[src/rtl/key_conditioner.sv]
`default_nettype none
// ============================================================================
// Module   : key_conditioner
// Purpose  : Per-key pushbutton conditioning: two-flop synchronizer,
//            polarity normalisation, counter-based debounce, one-cycle
//            press/release pulses and auto-repeat of press pulses while held.
// Ports    : CLOCK_50    - system clock, all state updates on rising edge
//            reset       - synchronous, active-high reset
//            key_raw     - asynchronous pushbutton pins (NUM_KEYS bits)
//            repeat_en   - global auto-repeat enable
//            key_level   - debounced key state, 1 = pressed
//            key_press   - one-cycle press and auto-repeat pulses
//            key_release - one-cycle release pulses
// Revision : 1.0 - initial release
// ============================================================================
module key_conditioner #(
  parameter int NUM_KEYS        = 4,
  parameter int DEBOUNCE_CYCLES = 500000,
  parameter int ACTIVE_LOW      = 1,
  parameter int REPEAT_DELAY    = 25000000,
  parameter int REPEAT_PERIOD   = 5000000
) (
  input  logic                CLOCK_50,
  input  logic                reset,
  input  logic [NUM_KEYS-1:0] key_raw,
  input  logic                repeat_en,
  output logic [NUM_KEYS-1:0] key_level,
  output logic [NUM_KEYS-1:0] key_press,
  output logic [NUM_KEYS-1:0] key_release
);

  localparam int DEB_W   = $clog2(DEBOUNCE_CYCLES) + 1;
  localparam int RPT_MAX = (REPEAT_DELAY > REPEAT_PERIOD) ? REPEAT_DELAY : REPEAT_PERIOD;
  localparam int RPT_W   = $clog2(RPT_MAX) + 1;

  localparam logic [DEB_W-1:0] DEB_LAST    = DEB_W'(DEBOUNCE_CYCLES - 1);
  localparam logic [RPT_W-1:0] DELAY_LAST  = RPT_W'(REPEAT_DELAY - 1);
  localparam logic [RPT_W-1:0] PERIOD_LAST = RPT_W'(REPEAT_PERIOD - 1);
  // Raw pin value of a released key; also the synchronizer reset value.
  localparam logic             RELEASED    = (ACTIVE_LOW != 0);

  if (NUM_KEYS < 1 || DEBOUNCE_CYCLES < 1 || REPEAT_DELAY < 1 || REPEAT_PERIOD < 1)
  begin : g_bad_params
    $error("key_conditioner: NUM_KEYS, DEBOUNCE_CYCLES, REPEAT_DELAY and REPEAT_PERIOD must all be >= 1");
  end

  for (genvar i = 0; i < NUM_KEYS; i++) begin : g_key
    logic             sync1_q, sync2_q;
    logic [DEB_W-1:0] deb_cnt_q, deb_cnt_d;
    logic             level_q, level_d;
    logic [RPT_W-1:0] rpt_cnt_q, rpt_cnt_d;
    // 0: waiting for the first repeat (DELAY), 1: periodic repeats (PERIOD)
    logic             rpt_phase_q, rpt_phase_d;
    logic             press_q, press_d;
    logic             release_q, release_d;

    logic             sample;
    logic             deb_toggle;
    logic             rise, fall;
    logic [RPT_W-1:0] rpt_target;
    logic             rpt_fire;

    always_comb begin
      sample     = sync2_q ^ RELEASED;
      deb_toggle = (sample != level_q) && (deb_cnt_q == DEB_LAST);
      rise       = deb_toggle & ~level_q;
      fall       = deb_toggle & level_q;
      level_d    = level_q ^ deb_toggle;

      // Any cycle where the sample agrees with the level restarts the count,
      // so a glitch shorter than DEBOUNCE_CYCLES never reaches the toggle.
      if (sample == level_q || deb_toggle) begin
        deb_cnt_d = '0;
      end else begin
        deb_cnt_d = deb_cnt_q + DEB_W'(1);
      end

      // A falling edge suppresses a coincident repeat so press and release
      // are never high together.
      rpt_target = rpt_phase_q ? PERIOD_LAST : DELAY_LAST;
      rpt_fire   = level_q & repeat_en & ~fall & (rpt_cnt_q == rpt_target);

      if (!level_q || !repeat_en || fall) begin
        rpt_cnt_d   = '0;
        rpt_phase_d = 1'b0;
      end else if (rpt_fire) begin
        rpt_cnt_d   = '0;
        rpt_phase_d = 1'b1;
      end else begin
        rpt_cnt_d   = rpt_cnt_q + RPT_W'(1);
        rpt_phase_d = rpt_phase_q;
      end

      press_d   = rise | rpt_fire;
      release_d = fall;
    end

    always_ff @(posedge CLOCK_50) begin
      if (reset) begin
        sync1_q     <= RELEASED;
        sync2_q     <= RELEASED;
        deb_cnt_q   <= '0;
        level_q     <= 1'b0;
        rpt_cnt_q   <= '0;
        rpt_phase_q <= 1'b0;
        press_q     <= 1'b0;
        release_q   <= 1'b0;
      end else begin
        sync1_q     <= key_raw[i];
        sync2_q     <= sync1_q;
        deb_cnt_q   <= deb_cnt_d;
        level_q     <= level_d;
        rpt_cnt_q   <= rpt_cnt_d;
        rpt_phase_q <= rpt_phase_d;
        press_q     <= press_d;
        release_q   <= release_d;
      end
    end

    assign key_level[i]   = level_q;
    assign key_press[i]   = press_q;
    assign key_release[i] = release_q;
  end

endmodule
`default_nettype wire

[config.mk]
export PLATFORM = sky130hd
export DESIGN_NAME = key_conditioner
export DESIGN_NICKNAME = d
export VERILOG_FILES = /design/src/rtl/key_conditioner.sv
export SDC_FILE = /design/constraint.sdc
export NUM_CORES = 1
export LEC_CHECK = 0
export CORE_UTILIZATION = 38
export DETAILED_ROUTE_END_ITERATION = 10
export DONT_BUFFER_PORTS = 1
export PLACE_DENSITY = 0.62
export SYNTH_ARGS = -nofsm -noshare
export SYNTH_HDL_FRONTEND = slang
export SYNTH_SLANG_ARGS = --single-unit
[constraint.sdc]
create_clock -name CLOCK_50 -period 3.05 [get_ports CLOCK_50]
set_input_delay 0.61 -clock CLOCK_50 [delete_from_list [all_inputs] [get_ports CLOCK_50]]
set_output_delay 0.61 -clock CLOCK_50 [all_outputs]
set_load 0.005 [all_outputs]
* Yosys cells after proc, flatten, opt, wreduce, memory -nomap -nowiden *
Index checks and enable logic that the tools add are counted.
Widths: inputs -> output; s select.

cells by class
  reduce and logical (&&, ||, !) cells = 33
  $lt $le $gt $ge = 0
  add/sub/neg operators = 8
  bitwise operators = 40
  eq/ne operators = 16
  shifts and indexed selects = 0
  muxes and demuxes = 4
  $mul = 0
  div/mod/pow operators = 0

operators with widths
  cell                   number
  $add 26x1->26 const B  4
  $eq 26x25->1           4
  $mux 25                4
  $add 20x1->20 const B  4
  $eq 20x19->1 const B   4
  $and 1x1->1            20
  $reduce_or 2->1        8
  $logic_or 1x1->1       12
  $not 1->1              12
  $reduce_or 3->1        4
  $logic_not 1->1        5
  $eq 1x1->1             4
  $logic_and 1x1->1      4
  $ne 1x1->1             4
  $or 1x1->1             4
  $xor 1x1->1            4

word-level totals
  flip-flop bits (word level) = 208
  memories kept = 0
  bits of input ports = 7
  memory bits (read-only) = 0
  bits in latches = 0
  RAM bits = 0

* Logic depth before layout (Yosys ltp) *
  depth in word-level cells = 8
  gate-level depth with buffers = 9
  mapped depth without buffers = 8

* Worst setup path before layout *
OpenSTA, ideal clock, no wires.

  path type = flip-flop to flip-flop
  from = register g_key[1].deb_cnt_q[14]
  to = register g_key[1].press_q
  path slack = 0.653 ns
  stages on the path, launching flop included = 8
  data required time = 2.922 ns
  arrival time = 2.269 ns
  setup time = 0.128 ns
  period minus slack after synthesis = 2.397 ns
  path buffers = 1
  path through = dfxtp_1 or4_1 or4_1 nor2_1 ha_1 nand3b_1 clkbuf_1 o2bb2ai_1

between the ends
  longest elaborated chain between the ends = 7
  elaborated cells between the ends (all ways) = 8

ends and longest elaborated chain
  element                    RTL line  RTL
  start, declared            49        logic [DEB_W-1:0] deb_cnt_q, deb_cnt_d;
  start signal, assigned     111       deb_cnt_q <= deb_cnt_d;
  $eq 20x19->1               65        deb_toggle = (sample != level_q) && (deb_cnt_q == DEB_LAST);
  $logic_and 1x1->1          65
  $and 1x1->1                67        fall = deb_toggle & level_q;
  named net g_key[1].fall    59        logic rise, fall;
  $not 1->1                  81        rpt_fire = level_q & repeat_en & ~fall & (rpt_cnt_q == rpt_target);
  $and 1x1->1 (2 in series)  81
  $or 1x1->1                 94        press_d = rise | rpt_fire;
  end signal, assigned       115       press_q <= press_d;
  end, declared              54        logic press_q, press_d;

The timed path passes the listed nets, and every way through them passes these cells.
A chain may end at the register's enable or synchronous reset.

* Worst setup path after layout *
  from = register g_key[1].deb_cnt_q[0]
  to = register g_key[1].press_q

The elaborated chain is that of the path after synthesis.

==> out/qor.yml <==
status: "completed"
p_per_area_mw_per_mm2: 495.6
cts_buffers: 23
grt_pass1_vias: 7244
critPathMostFrequentCell: "ha_1"
vias: 7829
grt_overflow: 0
crit_type: "flop to flop"
hold_start: "reset"
path_buf_inv: 1
synth_area_mm2: 0.009722
coreArea_mm2: 0.02511
rr_startpoint: "g_key[1].deb_cnt_q[0]$_SDFF_PP0_"
dieArea_mm2: 0.02623
clk-insertion-delay-late_ps: 500
maxCapViolCount: 0
place.gp.congestion: 0.8041
cp-start-kind: "flop"
cpLargestDelayFamily: "simple AND/OR/NAND/NOR gates"
path_clk_slew_ps: 60
postSynth.asyncResetShare_pct: 0
wl_met2_mm: 8.948
synthTopCellsByArea: "dfxtp_1 (43%), xor2_1 (4.8%), xnor2_1 (4.5%)"
r2r-end: "g_key[1].press_q$_SDFF_PP0_"
seq_area_frac_synth_pct: 42.83
grt_util_all_layers_pct: 15.36
finalSetupTns_ps: 0
crit_path_end_kind: "flop"
slowest_delay_ps: 610
finalCriticalPeriod_ps: 2475
fin_skew_ps: 6.792
hold_class: "input pin to flop"
endpoint: "g_key[1].press_q$_SDFF_PP0_"
highest_layer: "met5"
cts_tree: "yes"
slew_violations: 0
period_share_pct: 81.16
syn_to_final_growth_pct: 10.15
slew_headroom_pct: 54.98
grt_pass1_wl_mm: 34.42
ctsHoldBuffers: 0
utilization_pct: 42.65
fp.dieW_um: 162.0
syn_inst: 1104
ctsResizeCount: 0
hpwl_mm: 13.51
slowest_stage: "or4_1"
avgViaCountPerCell: 5.482
ios: 19
dr.pass1.iters: 4
ys_warn_count: 0
clockBufferDepth: 3
ys.flop_type: "dfxtp_1"
initial_core_util_pct: 38.72
rows: 58
io_buffers: 0
nFillCells: 2487
die_h_um: 162.0
max_freq_ghz: 0.4040
clock_sinks: 208
grt_max_degree: 29
yosys.area.top_type_share_pct: 42.83
clock_tree.root_cell: "clkbuf_16"
p_leak_uw: 0.003002
syn_area_per_cell_um2: 8.806
ant_nets: 0
ys_seq_elements: 208
antenna_found_initial: 2
vdd_ir_drop_max_mv: 0.3272
wl_per_cell_um: 13.91
ff2ff_setup_slack_ps: 570
setup.worst_path.start: "g_key[1].deb_cnt_q[0]$_SDFF_PP0_"
cts_setup_buffers: 0
cp.required_ps: 3420
cp.arrival_ps: 2840
syn_nets: 1127
drt-total-wl_mm: 19.87
critPathMaxFanout: 28
drtIter0Drc: 390
drc: 0
synth_cell_types: 51
yosysTopAreaCell: "dfxtp_1"
hold_violations: 0
nNetsFinal: 1108
drive_gt1_share_pct: 6.563
setup_viol: 0
wl_met3_um: 744
met1_length_mm: 9.738
htree_levels: 1
crit_chain: "ha_1, nand3_1, or4_1, nor2_1, ha_1, nand3b_1, buf_4, o2bb2ai_1"
path_depth: 8
rsz0062_at_grt: "false"
worst-r2r-cell-count: 8
synth_enable_flop_cells: 0
tightest_slew_ps: 675.2
## sequential cells by signal (all words and copies together), names as in the netlist
| name | cells |
|---|---|
| g_key.level_q | 4 |
| g_key.press_q | 4 |
| g_key.rpt_phase_q | 4 |
| g_key.sync2_q | 4 |
| g_key.sync1_q | 4 |
| g_key.rpt_cnt_q | 104 |
| g_key.deb_cnt_q | 80 |
| g_key.release_q | 4 |
## cells by family after synthesis
kind of cell               after synthesis  synth area share (%)
buffers and inverters                   91                 4.208
xor gates and xnor gates               103                 9.279
DFF                                    208                 42.83
AOI/OAI and AO/OA                      161                 11.49
and+or+nand+nor                        525                 30.13
adders and majority gates               16                 2.059
## Yosys cell counts, types with 5 or more instances
master      n
nand4_1    59
buf_2       6
nor4_1     22
nor4b_1     9
nor3b_1     5
ha_1       16
dfxtp_1   208
buf_4      12
and4_1     16
xor2_1     53
and2_1      7
o21ai_0    37
and3_1     15
nand2_1    65
a211oi_1   46
or4_1      45
xnor2_1    50
or3_1      37
inv_1      28
or2_2      12
o31ai_1    33
clkbuf_1   43
nor3_1     69
a21oi_1    26
nand3_1    59
nor2b_1     6
nand3b_1    6
nor2_1     80
## worst min-delay path by stage
stage,end,slack [ps],cells after the start
floorplan,g_key[0].sync2_q$_SDFF_PP1_,390,1
global placement,g_key[2].sync2_q$_SDFF_PP1_,390,1
detailed placement,g_key[2].sync2_q$_SDFF_PP1_,400,1
CTS,g_key[2].level_q$_SDFF_PP0_,150,1
global route,g_key[2].level_q$_SDFF_PP0_,150,1
finish,g_key[2].level_q$_SDFF_PP0_,170,1
## worst register-to-register path, stage by stage (launching register included)
cell,delay (ps)
dfxtp_1,380
ha_1,220
nand3_1,250
or4_1,610
nor2_1,160
ha_1,180
nand3b_1,100
buf_4,300
o2bb2ai_1,140
## cells in the final DEF, fill, tap and decap left out, types with 9 or more instances in the layout
master	instances
a211oi_1	46
a21oi_1	26
and3_1	15
and4_1	16
buf_4	18
clkbuf_1	9
clkbuf_16	23
dfxtp_1	208
ha_1	16
inv_1	28
nand2_1	65
nand3_1	59
nand4_1	59
nor2_1	80
nor3_1	69
nor4_1	22
nor4b_1	9
o21ai_0	37
o31ai_1	31
or2_2	12
or3_1	37
or4_1	45
xnor2_1	50
xor2_1	53
## metal layers
layer	track usage, %	up-vias
met5	0	-
met1	20.73	3640
met2	24.97	98
met4	4.588	2
li1	-	4053
met3	2.630	36
## through the flow
stage | cell area (µm²) | cells | hold WS (ps) | worst slack [ps] | total power [µW]
final | 10710 | 1428 | 170.9 | 574.7 | 5307
after global routing | 10710 | 1428 | 148.5 | 372.0 | 5531
after CTS | 10710 | 1427 | 152.2 | 559.1 | 5401
after detailed placement | 10020 | 1390 | 400.1 | 566.9 | 2812
after global placement | 10020 | 1390 | 391.9 | 600.7 | 2812
after floorplan | 9722 | 1104 | 389.5 | 653.0 | 2806
## where the power goes
part	internal, µW	switching [µW]
clock network	1540	1020
registers	2720	3.38
logic	9.36	15.6
## area by class of cell
| type | instances | area (µm²) | area share [%] |
|---|---|---|---|
| Antenna cell | 1 | 2.502 | 0.02337 |
| Clock buffer | 35 | 650.6 | 6.075 |
| Clock inverter | 2 | 35.03 | 0.3271 |
| Inverter | 28 | 105.1 | 0.9814 |
| Multi-Input combinational cell | 805 | 5184 | 48.41 |
| Sequential cell | 208 | 4164 | 38.88 |
| Tap cell | 330 | 412.9 | 3.856 |
| Timing Repair Buffer | 19 | 155.1 | 1.449 |
Note: power is estimated with default switching activity, not from simulation.
